**config.mk**
```make
export PLATFORM = sky130hd
export DESIGN_NAME = line_game_ctrl
export DESIGN_NICKNAME = d
export VERILOG_FILES = /design/src/rtl/line_game_ctrl.sv
export SDC_FILE = /design/constraint.sdc
export NUM_CORES = 1
export LEC_CHECK = 0
export BUFFER_PORTS_ARGS = -buffer_cell sky130_fd_sc_hd__buf_2
export CAP_MARGIN = 20
export CORE_ASPECT_RATIO = 0.5
export CORE_MARGIN = 2
export CORE_UTILIZATION = 45
export CTS_CLUSTER_DIAMETER = 50
export CTS_CLUSTER_SIZE = 8
export DETAILED_ROUTE_END_ITERATION = 6
export PLACE_DENSITY = 0.73
export REMOVE_ABC_BUFFERS = 1
export SLEW_MARGIN = 10
export SYNTH_ARGS = -nofsm -noshare
export SYNTH_HDL_FRONTEND = slang
export SYNTH_SLANG_ARGS = --single-unit
```
**constraint.sdc**
```tcl
create_clock -name clk -period 2.7 [get_ports clk]
set_input_delay 0.135 -clock clk [delete_from_list [all_inputs] [get_ports clk]]
set_output_delay 0.135 -clock clk [all_outputs]
set_load 0.02 [all_outputs]
```
**src/rtl/line_game_ctrl.sv**
```systemverilog
// Game-state controller for the horizontal-line obstacle game: conditions the start button
// and frame strobe, detects cube/line collisions, sequences IDLE/LOAD/PLAY/OVER and keeps score.
module line_game_ctrl #(
  parameter int unsigned FRAMES_PER_POINT = 60,
  parameter int unsigned FLASH_FRAMES     = 15
) (
  input  logic       clk,
  input  logic       reset,
  input  logic       frame,
  input  logic       btn_start,
  input  logic       cube_px,
  input  logic       hline_px,
  output logic       start_machine,
  output logic       load_counter,
  output logic       flash,
  output logic       stop,
  output logic       game_over,
  output logic [7:0] score,
  output logic [7:0] best
);

  localparam logic [7:0] PointMax = 8'(FRAMES_PER_POINT - 1);
  localparam logic [7:0] FlashMax = 8'(FLASH_FRAMES - 1);

  typedef enum logic [1:0] {StIdle, StLoad, StPlay, StOver} state_e;

  state_e     state_q, state_d;
  logic       btn_sync1_q, btn_sync2_q, btn_prev_q, start_evt_q;
  logic       frame_q, frame_tick_q;
  logic       load_cnt_q, load_cnt_d;
  logic [7:0] frame_cnt_q, frame_cnt_d;
  logic       hit_latch_q, hit_latch_d;
  logic [7:0] flash_cnt_q, flash_cnt_d;
  logic       flash_q, flash_d;
  logic [7:0] score_q, score_d;
  logic [7:0] best_q, best_d;
  logic       start_machine_q, load_counter_q, stop_q, game_over_q;
  logic       hit;

  assign hit = cube_px & hline_px;

  always_comb begin
    state_d     = state_q;
    load_cnt_d  = load_cnt_q;
    frame_cnt_d = frame_cnt_q;
    hit_latch_d = hit_latch_q;
    flash_cnt_d = flash_cnt_q;
    flash_d     = flash_q;
    score_d     = score_q;
    best_d      = best_q;

    unique case (state_q)
      StIdle, StOver: begin
        if (frame_tick_q) begin
          if (flash_cnt_q == FlashMax) begin
            flash_cnt_d = 8'd0;
            flash_d     = ~flash_q;
          end else begin
            flash_cnt_d = flash_cnt_q + 8'd1;
          end
        end
        if (start_evt_q) begin
          state_d    = StLoad;
          load_cnt_d = 1'b0;
          score_d    = 8'd0;
          flash_d    = 1'b1;
        end
      end

      StLoad: begin
        flash_d = 1'b1;
        // Two ticks guarantee one complete frame with load_counter held high.
        if (frame_tick_q) begin
          if (load_cnt_q) begin
            state_d     = StPlay;
            frame_cnt_d = 8'd0;
            hit_latch_d = 1'b0;
          end else begin
            load_cnt_d = 1'b1;
          end
        end
      end

      StPlay: begin
        flash_d = 1'b1;
        if (hit) begin
          hit_latch_d = 1'b1;
        end
        if (frame_tick_q) begin
          hit_latch_d = 1'b0;
          // A collision on the scoring tick wins over the increment.
          if (hit_latch_q || hit) begin
            state_d     = StOver;
            flash_cnt_d = 8'd0;
            if (score_q > best_q) begin
              best_d = score_q;
            end
          end else if (frame_cnt_q == PointMax) begin
            frame_cnt_d = 8'd0;
            if (score_q != 8'hFF) begin
              score_d = score_q + 8'd1;
            end
          end else begin
            frame_cnt_d = frame_cnt_q + 8'd1;
          end
        end
      end

      default: state_d = StIdle;
    endcase
  end

  always_ff @(posedge clk) begin
    if (!reset) begin
      btn_sync1_q     <= 1'b0;
      btn_sync2_q     <= 1'b0;
      btn_prev_q      <= 1'b0;
      start_evt_q     <= 1'b0;
      frame_q         <= 1'b0;
      frame_tick_q    <= 1'b0;
      state_q         <= StIdle;
      load_cnt_q      <= 1'b0;
      frame_cnt_q     <= 8'd0;
      hit_latch_q     <= 1'b0;
      flash_cnt_q     <= 8'd0;
      flash_q         <= 1'b0;
      score_q         <= 8'd0;
      best_q          <= 8'd0;
      start_machine_q <= 1'b0;
      load_counter_q  <= 1'b1;
      stop_q          <= 1'b0;
      game_over_q     <= 1'b0;
    end else begin
      btn_sync1_q     <= btn_start;
      btn_sync2_q     <= btn_sync1_q;
      btn_prev_q      <= btn_sync2_q;
      start_evt_q     <= btn_sync2_q & ~btn_prev_q;
      frame_q         <= frame;
      frame_tick_q    <= frame & ~frame_q;
      state_q         <= state_d;
      load_cnt_q      <= load_cnt_d;
      frame_cnt_q     <= frame_cnt_d;
      hit_latch_q     <= hit_latch_d;
      flash_cnt_q     <= flash_cnt_d;
      flash_q         <= flash_d;
      score_q         <= score_d;
      best_q          <= best_d;
      // Decoded from next state so outputs switch on the same edge as the state.
      start_machine_q <= (state_d == StPlay);
      load_counter_q  <= (state_d == StIdle) || (state_d == StLoad);
      stop_q          <= (state_d == StPlay);
      game_over_q     <= (state_d == StOver);
    end
  end

  assign start_machine = start_machine_q;
  assign load_counter  = load_counter_q;
  assign flash         = flash_q;
  assign stop          = stop_q;
  assign game_over     = game_over_q;
  assign score         = score_q;
  assign best          = best_q;

endmodule

```
==> summary.txt <==
Outcome
  – Status: finished clean

CTS
  – Clk buf depth: 2
  – Setup Buffers After CTS: 0
  – Cts repair resizes: 0
  – Worst-Skew Late Latency: 0.30 ns
  – Clock slew at reported path FFs: 0.08 ns
  – H-tree Lvls: 2
  – Clock sink total: 46
  – Clk Tree Root Cell: clkbuf_8
  – Hold Buf Count CTS: 0
  – CTS Buf Count: 5
  – CTS tree: built

Yosys
  – Synth area leaders: dfxtp_1 39%, ha_1 7.5%, xor2_1 4.5%
  – XOR/XNOR Fraction of Synth Area: 5.61%
  – Simple-gate share of the synthesized area: 23.2%
  – Mapped Area: 2340 sq um
  – FF+latch count, synth: 46
  – Post-synth ARST share: 0%
  – Synth Area in Compound Gates: 14.2%
  – Mean post-synth cell area: 8.91 sq um
  – Post-synth cell types: 47
  – Number of synthesized flops with an enable pin: 0
  – Mux share of post-synthesis cell area: 4.27%
  – Most common cell in the netlist: dfxtp_1
  – Post-Syn Instances: 263
  – Seq/Total Area, Yosys: 39.3%
  – Synth Area in Adders: 7.48%
  – Share of the synthesized area in the top cell type: 39.3%
  – Main synth FF type: dfxtp_1
  – Area leader, netlist: dfxtp_1
  – Synth warnings: 0
  – Synth cell count leaders: 46 x dfxtp_1, 26 x nand2_1, 26 x nor2_1
  – Largest family of logic cells by synthesized area: simple AND/OR/NAND/NOR gates

Global routing
  – Number of global-route vias before repair: 1678
  – Largest net degree at the start of global routing: 27
  – Global-route wire length before repair: 7820 um
  – GRT Overall Usage: 17.2%
  – GRT overflow: 0
  – Initial antenna violation count: 0

Timing
  – Tcrit/Tclk final: 84.8%
  – Hold violation total from the final report: 0
  – RSZ-0062 raised after global routing: false
  – Clk_skew: 0.00823 ns
  – Period minus WS final: 2.29 ns
  – Pins Over Slew Limit: 0
  – Finish-stage setup viols: 0
  – FMAX: 0.437 GHz
  – TNS Setup: 0 ns
  – Worst setup margin: 0.409 ns
  – Max-slew headroom: 63.0%
  – Least-Margin Pin Slew: 0.554 ns
  – Hold WS: 0.0468 ns

Final layout
  – Diode count: 0
  – Share of post-route cells with drive strength above 1: 16.0%
  – Area Growth Syn to Fin: 11.2%
  – Nets: 308
  – FILL cells: 451

Placed design
  – Place WS: 0.415 ns
  – DP Wirelength: 3480 um
  – Placer Congestion: 0.811
  – # port buffers: 26

Critical path
  – Worst Path Max Fanout: 11
  – CP max stage delay: 0.55 ns
  – Critical Path Most Common Cell: inv_1
  – Crit path launch type: flip-flop
  – Crit-path cells: inv_1 > ha_1 > inv_1 > nor4_1 > o31a_1 > mux2i_1
  – Worst Setup EP: best[4]$_SDFFE_PN0P_
  – CP Capture Type: flip-flop
  – R2r endpoint: best[4]$_SDFFE_PN0P_
  – Worst r2r src: state_q[0]$_SDFF_PN0_
  – Arrival time at the worst endpoint: 2.52 ns
  – Critical path class: reg -> reg
  – CP max stage cell: o31a_1
  – Critical path origin: state_q[0]$_SDFF_PN0_
  – Critical Path RT: 2.93 ns
  – Reg2Reg Depth: 6
  – Reg2reg setup slack: 0.41 ns

Pwr
  – Flop pwr share: 43.4%
  – Leak: 1.02 nW
  – NetSw: 558 uW
  – Sw Ratio: 32.0%
  – Clk network pwr share: 30.0%
  – Peak supply drop: 0.000234 V
  – Combinational Power Share: 26.6%
  – Int Pwr: 1.18 mW
  – Pwr Density: 668 nW/um^2

Routing
  – Vias: 1898
  – Residual DRC: 0
  – Starting DRT DRC Count: 155
  – DRT Pass-1 Iters: 4
  – Final ANT Viol Nets: 0
  – Vias per Instance: 5.30
  – WL per Instance: 13.2 um
  – Detailed Route WL: 4710 um

Floorplan
  – Die W: 106 um
  – I/O pins: 27
  – Initial core utilization: 47.1%
  – Chip height: 55.0 um
  – Row cnt: 18
  – Core area: 4980 sq um
  – Die area: 5830 sq um

Worst hold path
  – Hold WC Path Type: in -> reg

Job
  – Max_cap viols: 0
## critical path: cells and delay by family, from the launching register on
kind | cells | cell delay (ns)
AO/OA/AOI/OAI | 1 | 0.55
adder cells (fa/ha/maj) | 1 | 0.48
AND/OR/NAND/NOR | 1 | 0.35
flip-flops | 1 | 0.33
buffers and inverters | 2 | 0.26
multiplexers | 1 | 0.25
## layer usage
layer	vias up	GRT usage [%]	wire length, um
met5	-	0	0
met4	0	5.92	55
met3	6	3.51	148
met2	26	28.8	2180
met1	900	22.8	2320
li1	966	-	-
## stage by stage
| step | utilization [%] | instances | power, mW | instance area [sq um] |
|---|---|---|---|---|
| 2_1_floorplan | - | 254 | 1.11 | 2270 |
| 3_3_place_gp | 50.1 | 351 | 1.21 | 2490 |
| 3_5_place_dp | 50.1 | 351 | 1.23 | 2490 |
| 4_1_cts | 52.3 | 358 | 1.75 | 2610 |
| 5_1_grt | 52.3 | 358 | 1.83 | 2610 |
| 6_report | 52.3 | 358 | 1.74 | 2610 |
## power by group through the flow
stage / clock (mW) / sequential, mW / combinational (mW)
after floorplan: 0 / 0.797 / 0.314
after global placement: 0 / 0.769 / 0.442
after detailed placement: 0 / 0.771 / 0.460
after CTS: 0.530 / 0.756 / 0.462
after global routing: 0.553 / 0.761 / 0.519
final: 0.522 / 0.756 / 0.463
## worst min path at each step
stage	cells past startpoint	endpoint	from	slack, ns
2_1_floorplan	1	load_counter$_SDFF_PN1_	reset	0.25
3_3_place_gp	2	btn_sync1_q$_SDFF_PN0_	btn_start	0.35
3_5_place_dp	2	btn_sync1_q$_SDFF_PN0_	btn_start	0.35
4_1_cts	2	btn_sync1_q$_SDFF_PN0_	btn_start	0.04
5_1_grt	2	frame_q$_SDFF_PN0_	frame	0.06
6_report	2	btn_sync1_q$_SDFF_PN0_	btn_start	0.05
## registers in the layout (all words and copies together) (netlist names), 2 cells and up
name	flops
best	8
flash_cnt_q	8
frame_cnt_q	8
score	8
state_q	2
## area by class of cell
| cell class | instances | area [sq um] | area share [%] |
|---|---|---|---|
| clock buffer | 6 | 82.6 | 3.17 |
| clock inverter | 1 | 30.0 | 1.15 |
| inverter | 17 | 63.8 | 2.45 |
| multi-input combinational | 191 | 1280 | 49.2 |
| sequential | 46 | 921 | 35.4 |
| tap | 70 | 87.6 | 3.36 |
| timing repair buffer | 27 | 138 | 5.28 |
## cells in the final DEF, fill, tap and decap left out, types with 3 or more instances in the layout
cell and n:
o21ai_0 8, xnor2_1 3, nor3_1 5, buf_2 26, inv_1 16, nor4_1 3, mux2i_1 10, clkbuf_8 6
and3_1 5, nor2_1 26, ha_1 14, nand4_1 8, dfxtp_1 46, nand3_1 11, a211oi_1 3, a21oi_1 20
and2_1 7, nor2b_1 4, nand2_1 26, xor2_1 12
## kinds of logic after synthesis
kind of cell               Yosys count
and+or+nand+nor                    105
AOI/OAI and AO/OA                   47
DFF                                 46
buffers and inverters               26
xor gates and xnor gates            15
adders and majority gates           14
muxes                               10
Power figures use the tool's default switching activity.
